--- src/rtl/alu16_seq_pkg.sv ---
// alu16_seq_pkg: shared constants and types for the 16-bit ALU sequencer.
//   - 8-bit ALU opcode constants (subset used by the sequencer plus neighbours)
//   - F register bit indices {Z,N,H,C}
//   - sequencer operation encodings
//   - sequencer FSM state encodings
package alu16_seq_pkg;

    // 8-bit ALU opcodes
    localparam logic [4:0] OP_ADD = 5'b00000;
    localparam logic [4:0] OP_ADC = 5'b00001;
    localparam logic [4:0] OP_SUB = 5'b00010;
    localparam logic [4:0] OP_SBC = 5'b00011;
    localparam logic [4:0] OP_AND = 5'b00100;
    localparam logic [4:0] OP_XOR = 5'b00101;
    localparam logic [4:0] OP_OR  = 5'b00110;
    localparam logic [4:0] OP_CP  = 5'b00111;

    // Flag bit positions within the 4-bit F nibble
    localparam int unsigned F_Z = 3;
    localparam int unsigned F_N = 2;
    localparam int unsigned F_H = 1;
    localparam int unsigned F_C = 0;

    // Sequencer operations
    typedef enum logic [1:0] {
        SEQ_ADD16 = 2'd0,
        SEQ_ADDSP = 2'd1,
        SEQ_INC16 = 2'd2,
        SEQ_DEC16 = 2'd3
    } seq_op_e;

    // Sequencer FSM states
    typedef enum logic [1:0] {
        ST_IDLE = 2'd0,
        ST_LO   = 2'd1,
        ST_HI   = 2'd2
    } seq_state_e;

endpackage

--- src/rtl/alu16_seq_if.sv ---
// alu16_seq_if: request/response bundle between the CPU control unit and the
// 16-bit ALU sequencer.
//   start     request (sampled only while idle)
//   op        sequencer operation (0=ADD16, 1=ADDSP, 2=INC16, 3=DEC16)
//   opnd_a    first operand (HL, SP or rr)
//   opnd_b    second operand (rr for ADD16, e8 in [7:0] for ADDSP)
//   flags_in  current F register {Z,N,H,C}
//   busy      operation in progress
//   done      one-cycle completion pulse
//   result    registered 16-bit result
//   flags_out registered new flags {Z,N,H,C}
// Modports: master = control unit side, slave = sequencer side.
interface alu16_seq_if;

    logic        start;
    logic [1:0]  op;
    logic [15:0] opnd_a;
    logic [15:0] opnd_b;
    logic [3:0]  flags_in;
    logic        busy;
    logic        done;
    logic [15:0] result;
    logic [3:0]  flags_out;

    modport master (
        output start, op, opnd_a, opnd_b, flags_in,
        input  busy, done, result, flags_out
    );

    modport slave (
        input  start, op, opnd_a, opnd_b, flags_in,
        output busy, done, result, flags_out
    );

endinterface

--- src/rtl/alu16_seq.sv ---
// alu16_seq: runs 16-bit ADD HL,rr / ADD SP,e8 / INC rr / DEC rr through the
// shared 8-bit ALU as two passes (low byte, then high byte). The low pass's
// carry/borrow is registered and fed into the high pass.
// Ports:
//   clk, rst_n      clock, asynchronous active-low reset
//   bus             request/response bundle (alu16_seq_if.slave)
//   alu_a, alu_b    operands presented to the 8-bit ALU (ALU computes b op a)
//   alu_op          ALU opcode
//   alu_flags_in    flags presented to the ALU (only C is ever non-zero)
//   alu_result      ALU result, combinational from the alu_* drive
//   alu_flags_out   ALU flags, combinational; C is carry for add, borrow for sub
module alu16_seq
    import alu16_seq_pkg::*;
(
    input  logic        clk,
    input  logic        rst_n,
    alu16_seq_if.slave  bus,
    output logic [7:0]  alu_a,
    output logic [7:0]  alu_b,
    output logic [4:0]  alu_op,
    output logic [3:0]  alu_flags_in,
    input  logic [7:0]  alu_result,
    input  logic [3:0]  alu_flags_out
);

    seq_state_e  state, state_nxt;

    seq_op_e     lat_op;
    logic [15:0] lat_a;
    logic [15:0] lat_b;
    logic [3:0]  lat_flags;

    logic [7:0]  res_lo;
    logic        f_lo_h;
    logic        f_lo_c;

    logic        done_r;
    logic [15:0] result_r;
    logic [3:0]  flags_r;
    logic [3:0]  flags_hi;

    // Z and N from the ALU never contribute to the 16-bit flags.
    logic        alu_zn_unused;
    assign alu_zn_unused = alu_flags_out[F_Z] ^ alu_flags_out[F_N];

    assign bus.busy      = (state != ST_IDLE);
    assign bus.done      = done_r;
    assign bus.result    = result_r;
    assign bus.flags_out = flags_r;

    // State register
    always_ff @(posedge clk or negedge rst_n) begin
        if (!rst_n) begin
            state <= ST_IDLE;
        end else begin
            state <= state_nxt;
        end
    end

    // Next state and ALU drive
    always_comb begin
        state_nxt    = state;
        alu_a        = '0;
        alu_b        = '0;
        alu_op       = OP_ADD;
        alu_flags_in = '0;

        unique case (state)
            ST_IDLE: begin
                if (bus.start) begin
                    state_nxt = ST_LO;
                end
            end

            ST_LO: begin
                state_nxt = ST_HI;
                alu_b     = lat_a[7:0];
                unique case (lat_op)
                    SEQ_ADD16: alu_a = lat_b[7:0];
                    SEQ_ADDSP: alu_a = lat_b[7:0];
                    SEQ_INC16: alu_a = 8'h01;
                    SEQ_DEC16: begin
                        alu_a  = 8'h01;
                        alu_op = OP_SUB;
                    end
                    default: ;
                endcase
            end

            ST_HI: begin
                state_nxt          = ST_IDLE;
                alu_b              = lat_a[15:8];
                alu_op             = OP_ADC;
                alu_flags_in[F_C]  = f_lo_c;
                unique case (lat_op)
                    SEQ_ADD16: alu_a = lat_b[15:8];
                    // Sign extension of e8 folded into the high-pass operand
                    SEQ_ADDSP: alu_a = {8{lat_b[7]}};
                    SEQ_INC16: alu_a = 8'h00;
                    SEQ_DEC16: begin
                        alu_a  = 8'h00;
                        alu_op = OP_SBC;
                    end
                    default: ;
                endcase
            end

            default: state_nxt = ST_IDLE;
        endcase
    end

    // Flags written at completion
    always_comb begin
        flags_hi = lat_flags;
        unique case (lat_op)
            SEQ_ADD16: begin
                flags_hi[F_N] = 1'b0;
                flags_hi[F_H] = alu_flags_out[F_H];
                flags_hi[F_C] = alu_flags_out[F_C];
            end
            // ADD SP,e8 takes H/C from the unsigned low-byte add only
            SEQ_ADDSP: flags_hi = {1'b0, 1'b0, f_lo_h, f_lo_c};
            default:   flags_hi = lat_flags;
        endcase
    end

    // Operand latch, low-pass capture and completion registers
    always_ff @(posedge clk or negedge rst_n) begin
        if (!rst_n) begin
            lat_op    <= SEQ_ADD16;
            lat_a     <= '0;
            lat_b     <= '0;
            lat_flags <= '0;
            res_lo    <= '0;
            f_lo_h    <= 1'b0;
            f_lo_c    <= 1'b0;
            done_r    <= 1'b0;
            result_r  <= '0;
            flags_r   <= '0;
        end else begin
            done_r <= 1'b0;
            unique case (state)
                ST_IDLE: begin
                    if (bus.start) begin
                        lat_op    <= seq_op_e'(bus.op);
                        lat_a     <= bus.opnd_a;
                        lat_b     <= bus.opnd_b;
                        lat_flags <= bus.flags_in;
                    end
                end
                ST_LO: begin
                    res_lo <= alu_result;
                    f_lo_h <= alu_flags_out[F_H];
                    f_lo_c <= alu_flags_out[F_C];
                end
                ST_HI: begin
                    result_r <= {alu_result, res_lo};
                    flags_r  <= flags_hi;
                    done_r   <= 1'b1;
                end
                default: ;
            endcase
        end
    end

endmodule
--- src/flat_wrapper.sv ---
// flat-port wrapper written by rule: the top's interface ports become plain ports
module alu16_seq_flat import alu16_seq_pkg::*;
  (clk, rst_n, alu_a, alu_b, alu_op, alu_flags_in, alu_result, alu_flags_out, bus_start, bus_op, bus_opnd_a, bus_opnd_b, bus_flags_in, bus_busy, bus_done, bus_result, bus_flags_out);
  alu16_seq_if bus_i ();
  input  logic clk;
  input  logic rst_n;
  output logic [7:0] alu_a;
  output logic [7:0] alu_b;
  output logic [4:0] alu_op;
  output logic [3:0] alu_flags_in;
  input  logic [7:0] alu_result;
  input  logic [3:0] alu_flags_out;
  input wire logic [$bits(bus_i.start)-1:0] bus_start;
  input wire logic [$bits(bus_i.op)-1:0] bus_op;
  input wire logic [$bits(bus_i.opnd_a)-1:0] bus_opnd_a;
  input wire logic [$bits(bus_i.opnd_b)-1:0] bus_opnd_b;
  input wire logic [$bits(bus_i.flags_in)-1:0] bus_flags_in;
  output wire logic [$bits(bus_i.busy)-1:0] bus_busy;
  output wire logic [$bits(bus_i.done)-1:0] bus_done;
  output wire logic [$bits(bus_i.result)-1:0] bus_result;
  output wire logic [$bits(bus_i.flags_out)-1:0] bus_flags_out;
  assign bus_i.start = bus_start;
  assign bus_i.op = bus_op;
  assign bus_i.opnd_a = bus_opnd_a;
  assign bus_i.opnd_b = bus_opnd_b;
  assign bus_i.flags_in = bus_flags_in;
  assign bus_busy = bus_i.busy;
  assign bus_done = bus_i.done;
  assign bus_result = bus_i.result;
  assign bus_flags_out = bus_i.flags_out;
  alu16_seq u_core (.clk(clk), .rst_n(rst_n), .bus(bus_i), .alu_a(alu_a), .alu_b(alu_b), .alu_op(alu_op), .alu_flags_in(alu_flags_in), .alu_result(alu_result), .alu_flags_out(alu_flags_out));
endmodule
--- config.mk ---
export PLATFORM = sky130hd
export DESIGN_NAME = alu16_seq_flat
export DESIGN_NICKNAME = d
export VERILOG_FILES = /design/src/rtl/alu16_seq_pkg.sv /design/src/rtl/alu16_seq_if.sv /design/src/rtl/alu16_seq.sv /design/src/flat_wrapper.sv
export SDC_FILE = /design/constraint.sdc
export NUM_CORES = 1
export LEC_CHECK = 0
export ABC_AREA = 1
export BUFFER_PORTS_ARGS = -buffer_cell sky130_fd_sc_hd__buf_2
export CAP_MARGIN = 5
export CORE_MARGIN = 2
export CORE_UTILIZATION = 55
export CTS_CLUSTER_SIZE = 24
export DETAILED_ROUTE_END_ITERATION = 6
export GPL_TIMING_DRIVEN = 0
export PLACE_DENSITY_LB_ADDON = 0.12
export SKIP_LAST_GASP = 1
export SLEW_MARGIN = 20
export SYNTH_ARGS = -nofsm -noshare
export SYNTH_HDL_FRONTEND = slang
export SYNTH_SLANG_ARGS = --single-unit
--- constraint.sdc ---
create_clock -name clk -period 3.7 [get_ports clk]
set_input_delay 0.74 -clock clk [delete_from_list [all_inputs] [get_ports clk]]
set_output_delay 0.74 -clock clk [all_outputs]
set_load 0.005 [all_outputs]
==> results.tsv <==
stage	metric	value	unit
sta	max_clock_freq	0.384	GHz
sta	skew	0.0130	ns
cells_and_area	final_cell_mix	buf_2 (94), nand2_1 (89), dfrtp_1 (71), a21oi_1 (29), mux2_4 (28)	
critical_path	cp-end-kind	output port	
placement	place_congestion	0.817	
route	routed_wl	7260	µm
outcome	status	finished clean	
synthesis	synth.cell_area	0.00331	mm²
cells_and_area	nNetsFinal	491	
floorplanning	die_h	81.5	µm
floorplanning	rows	28	
clocking	clockBufferDepth	2	
critical_path	r2r-start	u_core.state[1]$_DFFE_PN0P_	
hold_path	hp-class	in -> async	
clocking	cts_sinks	71	
floorplanning	core	0.00585	mm²
sta	period_share	70.4	%
power_and_ir_drop	power.leakage	2.22	nW
clocking	clkLatencyLatePin	0.35	ns
route	drc	0	
clocking	path_clk_slew	0.08	ns
grt	grt_pass1_wl	11500	µm
route	vias	2544	
placement	place_inst	497	
power_and_ir_drop	report.power.total	0.00360	W
job	maxCapViolCount	0	
floorplanning	ios	100	
placement	port_buffers	91	
floorplanning	die_width	81.5	µm
sta	final.min_clock_period	2.60	ns
grt	grt_overflow	0	
sta	final-max-slew-violation-count	0	
synthesis	synth_top_area_cell	dfrtp_1	
route	drt_first_iter_violations	146	
critical_path	crit_fanout	10	
clocking	cts_hold_buf	0	
cells_and_area	utilization	70.9	%
synthesis	synthCells	325	
clocking	clockRootBuffer	clkbuf_8	
clocking	h-tree-depth	3	
cells_and_area	instances_no_fill	513	
critical_path	worstPathArrival	1.86	ns
synthesis	yosys_warnings	0	
sta	rsz0062_at_grt	no	
synthesis	synth-seq-cells	71	
critical_path	r2r_cells	5	
grt	grt_max_degree	54	
clocking	cts_buffers	9	
sta	finalSetupViolCount	0	
clocking	cts_tree	done	
critical_path	start_kind	flop	
floorplanning	floorplan.initialDensity	56.5	%
critical_path	r2r_slack	2.25	ns
critical_path	cp.required	2.96	ns
critical_path	critical_path_class	reg -> out	
power_and_ir_drop	peakVddDrop	422	µV
cells_and_area	final_common_cell	buf_2	
cells_and_area	drive_above_1_share	38.4	%
route	ant_nets	0	
critical_path	r2r_end	u_core.lat_flags[1]$_DFFE_PN0P_	
route	vias_per_cell	4.96	
synthesis	synth_top_cell_area_share	53.7	%
placement	dp_hpwl	5060	µm
sta	tns	0	ns
cells_and_area	antenna_cells	0	
grt	antenna_found_initial	0	
power_and_ir_drop	cellPowerDensity	866	mW/mm²
clocking	cts_resized	0	
synthesis	synthTopCellsByArea	dfrtp_1 (54%), mux2_4 (13%), nand2_1 (10%)	
route	firstDrtPassIters	4	
grt	grt_pass1_vias	2491	
cells_and_area	synthToLayoutAreaGrowth	25.5	%
synthesis	synth_cell_types	23	
grt	grtUsageTotal	23.4	%
synthesis	synth_seq_area_share	53.7	%
route	wire_per_inst	14.2	µm
synthesis	synth_area_per_cell	10.2	µm²
clocking	cts_setup_buffers	0	
floorplanning	die_area	0.00665	mm²
sta	hold_viol_final	0	
## report_power, final
group          internal [W]  switching (W)  total [W]
sequential          0.00116       0.000198    0.00136
combinational      0.000714       0.000771    0.00149
clock              0.000449       0.000306   0.000754
total               0.00232        0.00127    0.00360
## flip-flops by register name (all words and copies together) (netlist names)
signal	flops
u_core.bus.result	16
u_core.lat_a	16
u_core.lat_b	16
u_core.res_lo	8
u_core.bus.flags_out	4
u_core.lat_flags	4
u_core.lat_op	2
u_core.state	2
u_core.bus.done	1
u_core.f_lo_c	1
u_core.f_lo_h	1
## stage by stage
stage	setup WS (ns)	hold slack [ns]	instance area [µm²]
after CTS	1.06	0.267	4150
after detailed placement	1.44	0.453	3910
final	1.10	0.267	4150
after global routing	0.925	0.266	4150
after floorplan	1.80	0.442	3330
after global placement	1.47	0.449	3870
## routing by layer
layer,part of all wire [%],wire (µm),track usage [%]
met1,44,3220,30.2
met2,48,3480,37.5
met3,5.7,412,6.37
met4,2.1,149,9.15
met5,0,0,0
## worst max-delay path by stage
stage                                start   endpoint  slack (ns)
6_report       u_core.state[1]$_DFFE_PN0P_   alu_a[0]        1.10
4_1_cts        u_core.state[1]$_DFFE_PN0P_   alu_a[0]        1.06
5_1_grt        u_core.state[1]$_DFFE_PN0P_   alu_b[0]        0.92
3_5_place_dp   u_core.state[0]$_DFFE_PN0P_   alu_a[0]        1.44
2_1_floorplan  u_core.state[0]$_DFFE_PN0P_  alu_op[1]        1.80
3_3_place_gp   u_core.state[0]$_DFFE_PN0P_   alu_a[0]        1.47
## synth_stat cells (all sizes together)
cell and n:
clkbuf 1, nand2 93, buf 21, clkinv 1
dfrtp 71, nand3 13, conb 1, nor2 13
inv 26, or2 3, mux2 28, a21oi 29
o21ai 20, ha 5
## layout make-up
type                    instances  area (µm²)
clock inverters                 7         121
repair buffers                 92         485
plain buffers                  22         189
fillers                       460        1700
clock buffers                   9         124
multi-input cells             210        1260
flip-flops and latches         71        1780
well taps                      75        93.8
inverters                      27         103
## worst max-delay path, cell delays in order (launching register included)
cell and delay (ns):
dfrtp_1 0.40, inv_1 0.13, ha_1 0.27, inv_1 0.21, buf_2 0.28, a21oi_1 0.09, buf_2 0.13
## cells by family after synthesis
kind of cell | Yosys count | share of synthesized area (%)
AOI/OAI and AO/OA | 49 | 7.42
buffers and inverters | 49 | 8.82
and+or+nand+nor | 122 | 15.3
muxes | 28 | 12.7
DFF | 71 | 53.7
adders and majority gates | 5 | 1.89
other | 1 | 0.113
No activity file was read; power rests on OpenSTA's default activity.
